==> config.mk <==
export PLATFORM = sky130hd
export DESIGN_NAME = frv_intc
export DESIGN_NICKNAME = d
export VERILOG_FILES = /design/src/rtl/frv_intc.sv
export SDC_FILE = /design/constraint.sdc
export NUM_CORES = 1
export LEC_CHECK = 0
export BUFFER_PORTS_ARGS = -buffer_cell sky130_fd_sc_hd__buf_2
export CORE_MARGIN = 3
export CORE_UTILIZATION = 50
export CTS_CLUSTER_DIAMETER = 50
export DETAILED_ROUTE_END_ITERATION = 8
export GPL_ROUTABILITY_DRIVEN = 0
export PLACE_DENSITY = 0.77
export SLEW_MARGIN = 5
export SYNTH_ARGS = -nofsm -noshare
export SYNTH_HDL_FRONTEND = slang
export SYNTH_SLANG_ARGS = --single-unit
export TNS_END_PERCENT = 100
==> constraint.sdc <==
create_clock -name g_clk -period 2.6 [get_ports g_clk]
set_input_delay 0.52 -clock g_clk [delete_from_list [all_inputs] [get_ports g_clk]]
set_output_delay 0.52 -clock g_clk [all_outputs]
set_load 0.01 [all_outputs]
==> src/rtl/frv_intc.sv <==
// ---------------------------------------------------------------------------
// frv_intc - external interrupt controller
//
// This block sits outside the core. It drives the core's external-interrupt
// and NMI pending inputs. It collects up to NSRC external lines plus one NMI
// line, latches and prioritises them, and lets software service them through
// a claim/complete register interface.
//
// Parameters
//   NSRC        number of external sources (1..15); source i has ID i+1
//
// Ports
//   g_clk       clock
//   g_resetn    synchronous, active-low reset
//   irq_src     external interrupt lines, active high, already synchronised
//   nmi_src     non-maskable interrupt line, active high, synchronised
//   reg_req     register access request (single cycle)
//   reg_wen     1 = write, 0 = read
//   reg_addr    word index
//                 0 ENABLE
//                 1 PENDING
//                 2 CLAIM/COMPLETE
//                 3 NMI
//                 4 INSERVICE
//                 5 TRIGGER
//                 6-7 reserved
//   reg_wdata   write data
//   reg_ack     access done, one cycle after reg_req
//   reg_rdata   read data, valid with reg_ack, zero otherwise
//   ex_pending  an enabled external interrupt is pending
//   ex_cause    ID of the highest-priority enabled pending source, 0 if none
//   nmi_pending NMI latched and not yet cleared by software
//
// Build option
//   FRV_INTC_EDGE_EN  adds the TRIGGER register and per-source edge mode.
//                     When it is not defined, every source is level mode,
//                     address 5 reads 0, and no edge-detect flops exist.
// ---------------------------------------------------------------------------
module frv_intc #(
    parameter int NSRC = 15
) (
    input  logic            g_clk,
    input  logic            g_resetn,
    input  logic [NSRC-1:0] irq_src,
    input  logic            nmi_src,
    input  logic            reg_req,
    input  logic            reg_wen,
    input  logic [2:0]      reg_addr,
    input  logic [31:0]     reg_wdata,
    output logic            reg_ack,
    output logic [31:0]     reg_rdata,
    output logic            ex_pending,
    output logic [3:0]      ex_cause,
    output logic            nmi_pending
);

    localparam logic [2:0] ADDR_ENABLE    = 3'd0;
    localparam logic [2:0] ADDR_PENDING   = 3'd1;
    localparam logic [2:0] ADDR_CLAIM     = 3'd2;
    localparam logic [2:0] ADDR_NMI       = 3'd3;
    localparam logic [2:0] ADDR_INSERVICE = 3'd4;
    localparam logic [2:0] ADDR_TRIGGER   = 3'd5;

    logic [NSRC-1:0] enable_q,    enable_d;
    logic [NSRC-1:0] pending_q,   pending_d;
    logic [NSRC-1:0] inservice_q, inservice_d;
    logic            nmi_latch_q, nmi_latch_d;
    logic            nmi_prev_q,  nmi_prev_d;
    logic            reg_ack_q,   reg_ack_d;
    logic [31:0]     reg_rdata_q, reg_rdata_d;
    logic            ex_pending_q, ex_pending_d;
    logic [3:0]      ex_cause_q,  ex_cause_d;
    logic            nmi_pending_q, nmi_pending_d;

    logic            rd_en;
    logic            wr_en;
    logic            claim_en;
    logic            complete_en;
    logic            nmi_clear;
    logic            nmi_edge;
    logic [NSRC-1:0] eligible;
    logic [NSRC-1:0] gw_set;
    logic [NSRC-1:0] trigger_rd;
    logic            win_valid;
    logic [3:0]      win_idx;
    logic [3:0]      win_id;

    // Only some write-data bits are meaningful. This reduction keeps the rest
    // visibly consumed.
    logic unused_wdata;
    assign unused_wdata = ^reg_wdata;

    assign rd_en       = reg_req & ~reg_wen;
    assign wr_en       = reg_req &  reg_wen;
    assign claim_en    = rd_en & (reg_addr == ADDR_CLAIM);
    assign complete_en = wr_en & (reg_addr == ADDR_CLAIM);
    assign nmi_clear   = wr_en & (reg_addr == ADDR_NMI) & reg_wdata[0];
    assign nmi_edge    = nmi_src & ~nmi_prev_q;

    // A source that is in service cannot be claimed again until software
    // completes it. In level mode, pending and inservice are never both set,
    // so this mask matters only for a queued edge.
    assign eligible = pending_q & enable_q & ~inservice_q;

`ifdef FRV_INTC_EDGE_EN
    logic [NSRC-1:0] trigger_q, trigger_d;
    logic [NSRC-1:0] irq_prev_q, irq_prev_d;

    // An edge-mode source sets pending on a rising edge even while it is in
    // service. This queues one edge. Further edges merge into it.
    always_comb begin
        trigger_d  = trigger_q;
        irq_prev_d = irq_src;
        if (wr_en && (reg_addr == ADDR_TRIGGER)) begin
            trigger_d = reg_wdata[NSRC-1:0];
        end
        for (int i = 0; i < NSRC; i++) begin
            if (trigger_q[i]) begin
                gw_set[i] = irq_src[i] & ~irq_prev_q[i];
            end else begin
                gw_set[i] = irq_src[i] & ~inservice_q[i];
            end
        end
    end

    always_ff @(posedge g_clk) begin
        if (!g_resetn) begin
            trigger_q  <= '0;
            irq_prev_q <= '0;
        end else begin
            trigger_q  <= trigger_d;
            irq_prev_q <= irq_prev_d;
        end
    end

    assign trigger_rd = trigger_q;
`else
    assign gw_set     = irq_src & ~inservice_q;
    assign trigger_rd = '0;
`endif

    // Fixed priority: the lowest index wins. The loop runs downwards so the
    // last assignment is the lowest eligible index.
    always_comb begin
        win_valid = 1'b0;
        win_idx   = 4'd0;
        for (int i = NSRC - 1; i >= 0; i--) begin
            if (eligible[i]) begin
                win_valid = 1'b1;
                win_idx   = 4'(i);
            end
        end
        win_id = win_valid ? (win_idx + 4'd1) : 4'd0;
    end

    always_comb begin
        enable_d      = enable_q;
        pending_d     = pending_q | gw_set;
        inservice_d   = inservice_q;
        nmi_prev_d    = nmi_src;
        nmi_latch_d   = (nmi_latch_q & ~nmi_clear) | nmi_edge;
        reg_ack_d     = reg_req;
        reg_rdata_d   = 32'd0;
        ex_pending_d  = |eligible;
        ex_cause_d    = win_id;
        nmi_pending_d = nmi_latch_q;

        if (wr_en && (reg_addr == ADDR_ENABLE)) begin
            enable_d = reg_wdata[NSRC-1:0];
        end

        // Matching the ID against i+1 also rejects ID 0 and IDs above NSRC.
        for (int i = 0; i < NSRC; i++) begin
            if (complete_en && (reg_wdata[3:0] == 4'(i + 1)) && inservice_q[i]) begin
                inservice_d[i] = 1'b0;
            end
        end

        // The claim is applied after the gateway set, so a claim wins if both
        // hit the same source in the same cycle.
        for (int i = 0; i < NSRC; i++) begin
            if (claim_en && win_valid && (win_idx == 4'(i))) begin
                pending_d[i]   = 1'b0;
                inservice_d[i] = 1'b1;
            end
        end

        if (rd_en) begin
            case (reg_addr)
                ADDR_ENABLE:    reg_rdata_d = {{(32 - NSRC){1'b0}}, enable_q};
                ADDR_PENDING:   reg_rdata_d = {{(32 - NSRC){1'b0}}, pending_q};
                ADDR_CLAIM:     reg_rdata_d = {28'd0, win_id};
                ADDR_NMI:       reg_rdata_d = {31'd0, nmi_latch_q};
                ADDR_INSERVICE: reg_rdata_d = {{(32 - NSRC){1'b0}}, inservice_q};
                ADDR_TRIGGER:   reg_rdata_d = {{(32 - NSRC){1'b0}}, trigger_rd};
                default:        reg_rdata_d = 32'd0;
            endcase
        end
    end

    always_ff @(posedge g_clk) begin
        if (!g_resetn) begin
            enable_q      <= '0;
            pending_q     <= '0;
            inservice_q   <= '0;
            nmi_latch_q   <= 1'b0;
            nmi_prev_q    <= 1'b0;
            reg_ack_q     <= 1'b0;
            reg_rdata_q   <= 32'd0;
            ex_pending_q  <= 1'b0;
            ex_cause_q    <= 4'd0;
            nmi_pending_q <= 1'b0;
        end else begin
            enable_q      <= enable_d;
            pending_q     <= pending_d;
            inservice_q   <= inservice_d;
            nmi_latch_q   <= nmi_latch_d;
            nmi_prev_q    <= nmi_prev_d;
            reg_ack_q     <= reg_ack_d;
            reg_rdata_q   <= reg_rdata_d;
            ex_pending_q  <= ex_pending_d;
            ex_cause_q    <= ex_cause_d;
            nmi_pending_q <= nmi_pending_d;
        end
    end

    assign reg_ack     = reg_ack_q;
    assign reg_rdata   = reg_rdata_q;
    assign ex_pending  = ex_pending_q;
    assign ex_cause    = ex_cause_q;
    assign nmi_pending = nmi_pending_q;

endmodule

After elaboration in Yosys (flattened, before gate mapping)

Index checks and enable logic that the tools add are counted.

Bits of input ports: 55
Register bits after elaboration: 86

Muxes and demuxes: 62
Reduce and logical (&&, ||, !) cells: 81
$add $sub $neg: 1
Bitwise gates (word level): 18
Equal/unequal tests: 33

Operators with widths:

| cell                                                                  | count |
|---|---|
| 15-bit one-hot mux with 5 select lines                                | 1 |
| 4-bit two-way mux                                                     | 16 |
| 4-bit equality test, second input constant                            | 15 |
| 1-bit logical AND                                                     | 47 |
| 15-bit AND                                                            | 3 |
| 1-bit two-way mux                                                     | 45 |
| 4-bit by 3-bit equality test with 1-bit output, second input constant | 8 |
| 2-bit nonzero test                                                    | 15 |
| 2-bit OR reduction                                                    | 15 |
| 4-bit by 2-bit equality test with 1-bit output, second input constant | 4 |
| 15-bit NOT                                                            | 1 |
| 15-bit OR                                                             | 1 |
| 15-bit OR reduction                                                   | 1 |
| 1-bit AND                                                             | 8 |
| 4-bit by 1-bit equality test with 1-bit output, second input constant | 2 |
| 3-bit by 2-bit equality test with 1-bit output, second input constant | 2 |
| 4-bit by 1-bit adder with 4-bit output, second input constant         | 1 |
| 4-bit logical NOT                                                     | 1 |
| 1-bit NOT                                                             | 4 |
| 3-bit by 1-bit equality test with 1-bit output, second input constant | 1 |
| 3-bit equality test, second input constant                            | 1 |
| 3-bit logical NOT                                                     | 1 |
| 2-bit AND reduction                                                   | 1 |
| 1-bit OR                                                              | 1 |

Depth between registers and ports, before layout

Depth in word-level cells: 20
Depth in mapped cells: 10

Worst setup path before layout

Ideal clock, no wire load.

Path type: register to register
From: reg inservice_q[7]
To: reg reg_rdata_q[2], in the netlist reg_rdata[2]
Path slack: 0.533 ns
Stages on the path, launching flop included: 9
Data arrival time: 1.944 ns
Setup time: 0.123 ns
Data required time: 2.477 ns
Period minus slack after synthesis: 2.067 ns
Buffers on the path: 1
Cells stage by stage: dfxtp_1 and3b_1 a31oi_2 a21boi_0 o311a_1 ha_1 clkbuf_1 o21ai_0 o22ai_1

Cells in the longest elaborated chain, start to end: 13
Elaborated cells between the ends (all ways): 21
Classes of those cells: add/sub: 1; mux: 18; bitwise: 2

Ends and longest elaborated chain:

| element                                  | line | text |
|---|---|---|
| start, declared                          | 66   | `logic [NSRC-1:0] inservice_q, inservice_d;` |
| start signal, assigned                   | 216  | `inservice_q <= inservice_d;` |
| 15-bit NOT *                             | 103  | `assign eligible = pending_q & enable_q & ~inservice_q;` |
| 15-bit AND *                             | 103  |  |
| 4-bit two-way mux (8 in a row)           | 148  | `if (eligible[i]) begin` |
| 4-bit by 1-bit adder with 4-bit output   | 153  | `win_id = win_valid ? (win_idx + 4'd1) : 4'd0;` |
| 4-bit two-way mux *                      | 153  |  |
| 15-bit one-hot mux with 5 select lines * | 189  | `case (reg_addr)` |
| end signal, assigned                     | 220  | `reg_rdata_q <= reg_rdata_d;` |
| end, declared                            | 70   | `logic [31:0] reg_rdata_q, reg_rdata_d;` |

Every way passes the cells marked *; elsewhere a longest branch is shown, timed or not.
A chain may end at the register's enable or synchronous reset.

Final worst setup path

From: reg inservice_q[12]
To: reg pending_q[8]

Cells in the longest elaborated chain, start to end: 18
Elaborated cells between the ends (all ways): 32
Classes of those cells: eq/ne: 1; mux: 26; bitwise: 2; reduce/logical: 3

Ends and longest elaborated chain:

| element                                                              | line | text |
|---|---|---|
| 15-bit NOT *                                                         | 103  |  |
| 15-bit AND *                                                         | 103  |  |
| 4-bit two-way mux or 1-bit two-way mux (tied branches) (13 in a row) | 148  |  |
| 4-bit equality test or 1-bit logical AND (tied branches)             | 182  | `if (claim_en && win_valid && (win_idx == 4'(i))) begin` |
| 1-bit logical AND *                                                  | 182  |  |
| 2-bit OR reduction (no source line) *                                | --   |  |
| end signal, assigned                                                 | 215  | `pending_q <= pending_d;` |
| end, declared                                                        | 65   | `logic [NSRC-1:0] pending_q, pending_d;` |

Marks and branches as above.

==> reports/metrics.cfg <==
[outcome]
outcome = complete, no violations

[finish]
layout-drive-gt1-share_pct = 20.0
post-route-util_pct = 60.1
final_common_cell = sky130_fd_sc_hd__dfxtp_1
antennaDiodeCount = 0
design.final.nets = 519
seq_area_um2 = 1380
syn2layout_area_growth_pct = 14.4
mostFrequentLayoutCells = 69 x sky130_fd_sc_hd__dfxtp_1, 59 x sky130_fd_sc_hd__buf_2, 58 x sky130_fd_sc_hd__nand2_1, 37 x sky130_fd_sc_hd__nor2_1, 33 x sky130_fd_sc_hd__o21ai_0
multi_input_comb_area_um2 = 1850
n_fill_cell = 586

[pwr]
power_report.internal_total_mw = 1.64
vdd.ir_drop.worst_v = 0.000401
netSwitchingFraction_pct = 24.4
combinational_share_of_power_pct = 8.6
seqPwrFrac_pct = 50.7
power_switching_mw = 0.530
design_power_mw = 2.17
power.share.clock_pct = 40.7
pwr_density_cell_nw_per_um2 = 559
power.static_leakage_nw = 1.65

[timing]
max_freq_ghz = 0.427
post-route-min-period_ns = 2.34
worst_hold_slack_ns = 0.365
worst_slew_slack_as_a_fraction_of_its_limit_pct = 59.4
maxSlewViolCount = 0
final.setup.worst_slack_ns = 0.256
layout_worst_path_cycle_share_pct = 90.1
rsz0062_at_grt = no
hold_viol = 0
timing_worst_slew_pin_value_ns = 0.609
final-setup-viol-count = 0
setup_tns_ns = 0
clock_skew_ns = 0.0106

[global_routing]
antenna_found_initial = 0
largest_net_degree_at_the_start_of_global_routing = 41
first_global_vias = 2717
grt-ovfl-total = 0
grt_pass1_wl_um = 13400
track_usage_pct = 22.9

[run]
maxCapViolations = 0

[clock_tree]
clkSinkCount = 69
htree_num_levels = 3
cts_made_buffers = 9
clock_slew_at_reported_path_ffs_ns = 0.07
post_cts_resized = 0
cts.hold.buffers_added = 0
tritoncts_clock_tree = yes
clk-insertion-delay-late_ns = 0.36
postCtsSetupRepairBufs = 0
root_buffer = sky130_fd_sc_hd__clkbuf_8
cts_max_path_buffers = 2

[yosys]
syn_avg_cell_area_um2 = 8.41
synth_area_leaders = sky130_fd_sc_hd__dfxtp_1 41%, sky130_fd_sc_hd__nand2_1 6.4%, sky130_fd_sc_hd__o21ai_0 4.9%, sky130_fd_sc_hd__a21oi_1 4.7%, sky130_fd_sc_hd__mux2i_1 4.4%
synth_top_cell_by_area = sky130_fd_sc_hd__dfxtp_1
synthArstFlopShare_pct = 0
yosysWarnings = 0
primary_ff_master_synth = sky130_fd_sc_hd__dfxtp_1
synth-seq-area-share_pct = 40.7
synthDistinctLibCells = 49
synth_seq_cells = 69
synth-edff-count = 0
synth.top_cell.area_share_pct = 40.7
post_synth_instance_area_um2 = 3400
postSynthCellCount = 404

[setup_path]
critical_path.max_fanout = 7
crit_path_cell_trace = nand3b_1 -> nor3b_1 -> o21ai_0 -> a21boi_0 -> o311a_1 -> inv_1 -> ha_1 -> nand2_2 -> and3b_1
critical_path.startpoint_type = register
worstPathArrival_ns = 2.59
crit_buf_inv = 1
critical_path.max_stage_delay_ns = 0.43
crit_type = reg -> reg
worstPathRequired_ns = 2.85
path_delay_family = compound AO/OA/AOI/OAI gates
slowest_stage = sky130_fd_sc_hd__o311a_1
crit_path_end_kind = register

[die]
die-area_um2 = 7820
initial_core_util_pct = 52.6
fp.dieW_um = 88.4
ioPinCount = 94
die-height_um = 88.4
num_rows = 29
core_region_area_um2 = 6460

[place]
sum_of_net_half_perimeters_after_detailed_placement_um = 6380
post_place_setup_slack_ns = 0.321
port_buffers = 59

[routing]
initial_drt_markers = 259
pre_repair_dr_iteration_count = 6
detail-route-antenna-nets = 0
route.final.wire_length_um = 8790
detailroute.via_count = 3066
average_wire_per_standard_cell_um = 16.2
via_per_inst = 5.67
drc_violation_count_after_routing = 0

[hold_path]
hold_path_class = in -> reg

per-stage QoR:
stage,area [µm²],std cells
after CTS,3880,541
final,3880,541
after global placement,3680,526
after detailed placement,3680,526
after global routing,3880,541
after floorplan,3460,420
cells by family (layout without fill, tap and decap cells):
group,Yosys count,after routing,share of synthesized area (%)
and+or+nand+nor,166,166,27.3
AOI/OAI and AO/OA,108,108,19.3
DFF,69,69,40.7
buffers and inverters,41,85,6.67
muxes,15,15,4.42
adders and majority gates,4,4,1.47
other,1,17,0.110
worst reg2reg max path, delay by kind of cell, from the launching register on:
family | cells | cell delay, ns
DFF | 1 | 0.33
AOI/OAI and AO/OA | 3 | 0.75
buffers and inverters | 1 | 0.10
and+or+nand+nor | 4 | 0.68
adders and majority gates | 1 | 0.38
Yosys cell counts, types with 5 or more instances:
| cell | n |
|---|---|
| sky130_fd_sc_hd__and3b_1 | 10 |
| sky130_fd_sc_hd__buf_4 | 18 |
| sky130_fd_sc_hd__o21ai_0 | 33 |
| sky130_fd_sc_hd__nor2b_1 | 15 |
| sky130_fd_sc_hd__dfxtp_1 | 69 |
| sky130_fd_sc_hd__mux2i_1 | 15 |
| sky130_fd_sc_hd__nor2_1 | 37 |
| sky130_fd_sc_hd__nand2_1 | 58 |
| sky130_fd_sc_hd__nand3b_1 | 11 |
| sky130_fd_sc_hd__a21boi_1 | 17 |
| sky130_fd_sc_hd__a21oi_1 | 32 |
| sky130_fd_sc_hd__inv_1 | 5 |
| sky130_fd_sc_hd__a21boi_0 | 11 |
| sky130_fd_sc_hd__nand3_1 | 5 |
| sky130_fd_sc_hd__clkbuf_1 | 13 |
state kept, by name (all words and copies together), names as in the netlist:
signal / cells
nmi_prev_q: 1
nmi_pending: 1
reg_rdata: 15
nmi_latch_q: 1
ex_cause: 4
pending_q: 15
reg_ack: 1
ex_pending: 1
enable_q: 15
inservice_q: 15
area by class of cell:
| cell class | count | area share (%) |
|---|---|---|
| clock buffer | 11 | 3.90 |
| clock inverter | 4 | 1.22 |
| inverter | 5 | 0.483 |
| multi-input combinational | 310 | 47.6 |
| sequential | 69 | 35.6 |
| tap | 77 | 2.48 |
| timing repair buffer | 65 | 8.76 |
power groups by stage:
stage,sequential [mW],combinational (mW),clock [mW]
2_1_floorplan,1.12,0.131,0
3_3_place_gp,1.12,0.178,0
3_5_place_dp,1.13,0.181,0
4_1_cts,1.10,0.183,0.892
5_1_grt,1.11,0.202,0.933
6_report,1.10,0.186,0.884
path summary, 6_finish.rpt:
check | from | slack, ns | to | depth (start not counted)
max | inservice_q[12] | 0.26 | pending_q[8] | 9
min | nmi_src | 0.36 | nmi_prev_q | 3
max reg2reg | inservice_q[12] | 0.26 | pending_q[8] | 9
min reg2reg | nmi_prev_q | 0.42 | nmi_latch_q | 1
metal layers:
metal  wire length, µm  up-vias  track usage, %
met4               341        0            13.3
met5                 0        -               0
met1              3670     1416            29.9
li1                  -     1473               -
met3               783       30            3.91
met2              3990      147            35.6
(Power assumes the default switching activity.)
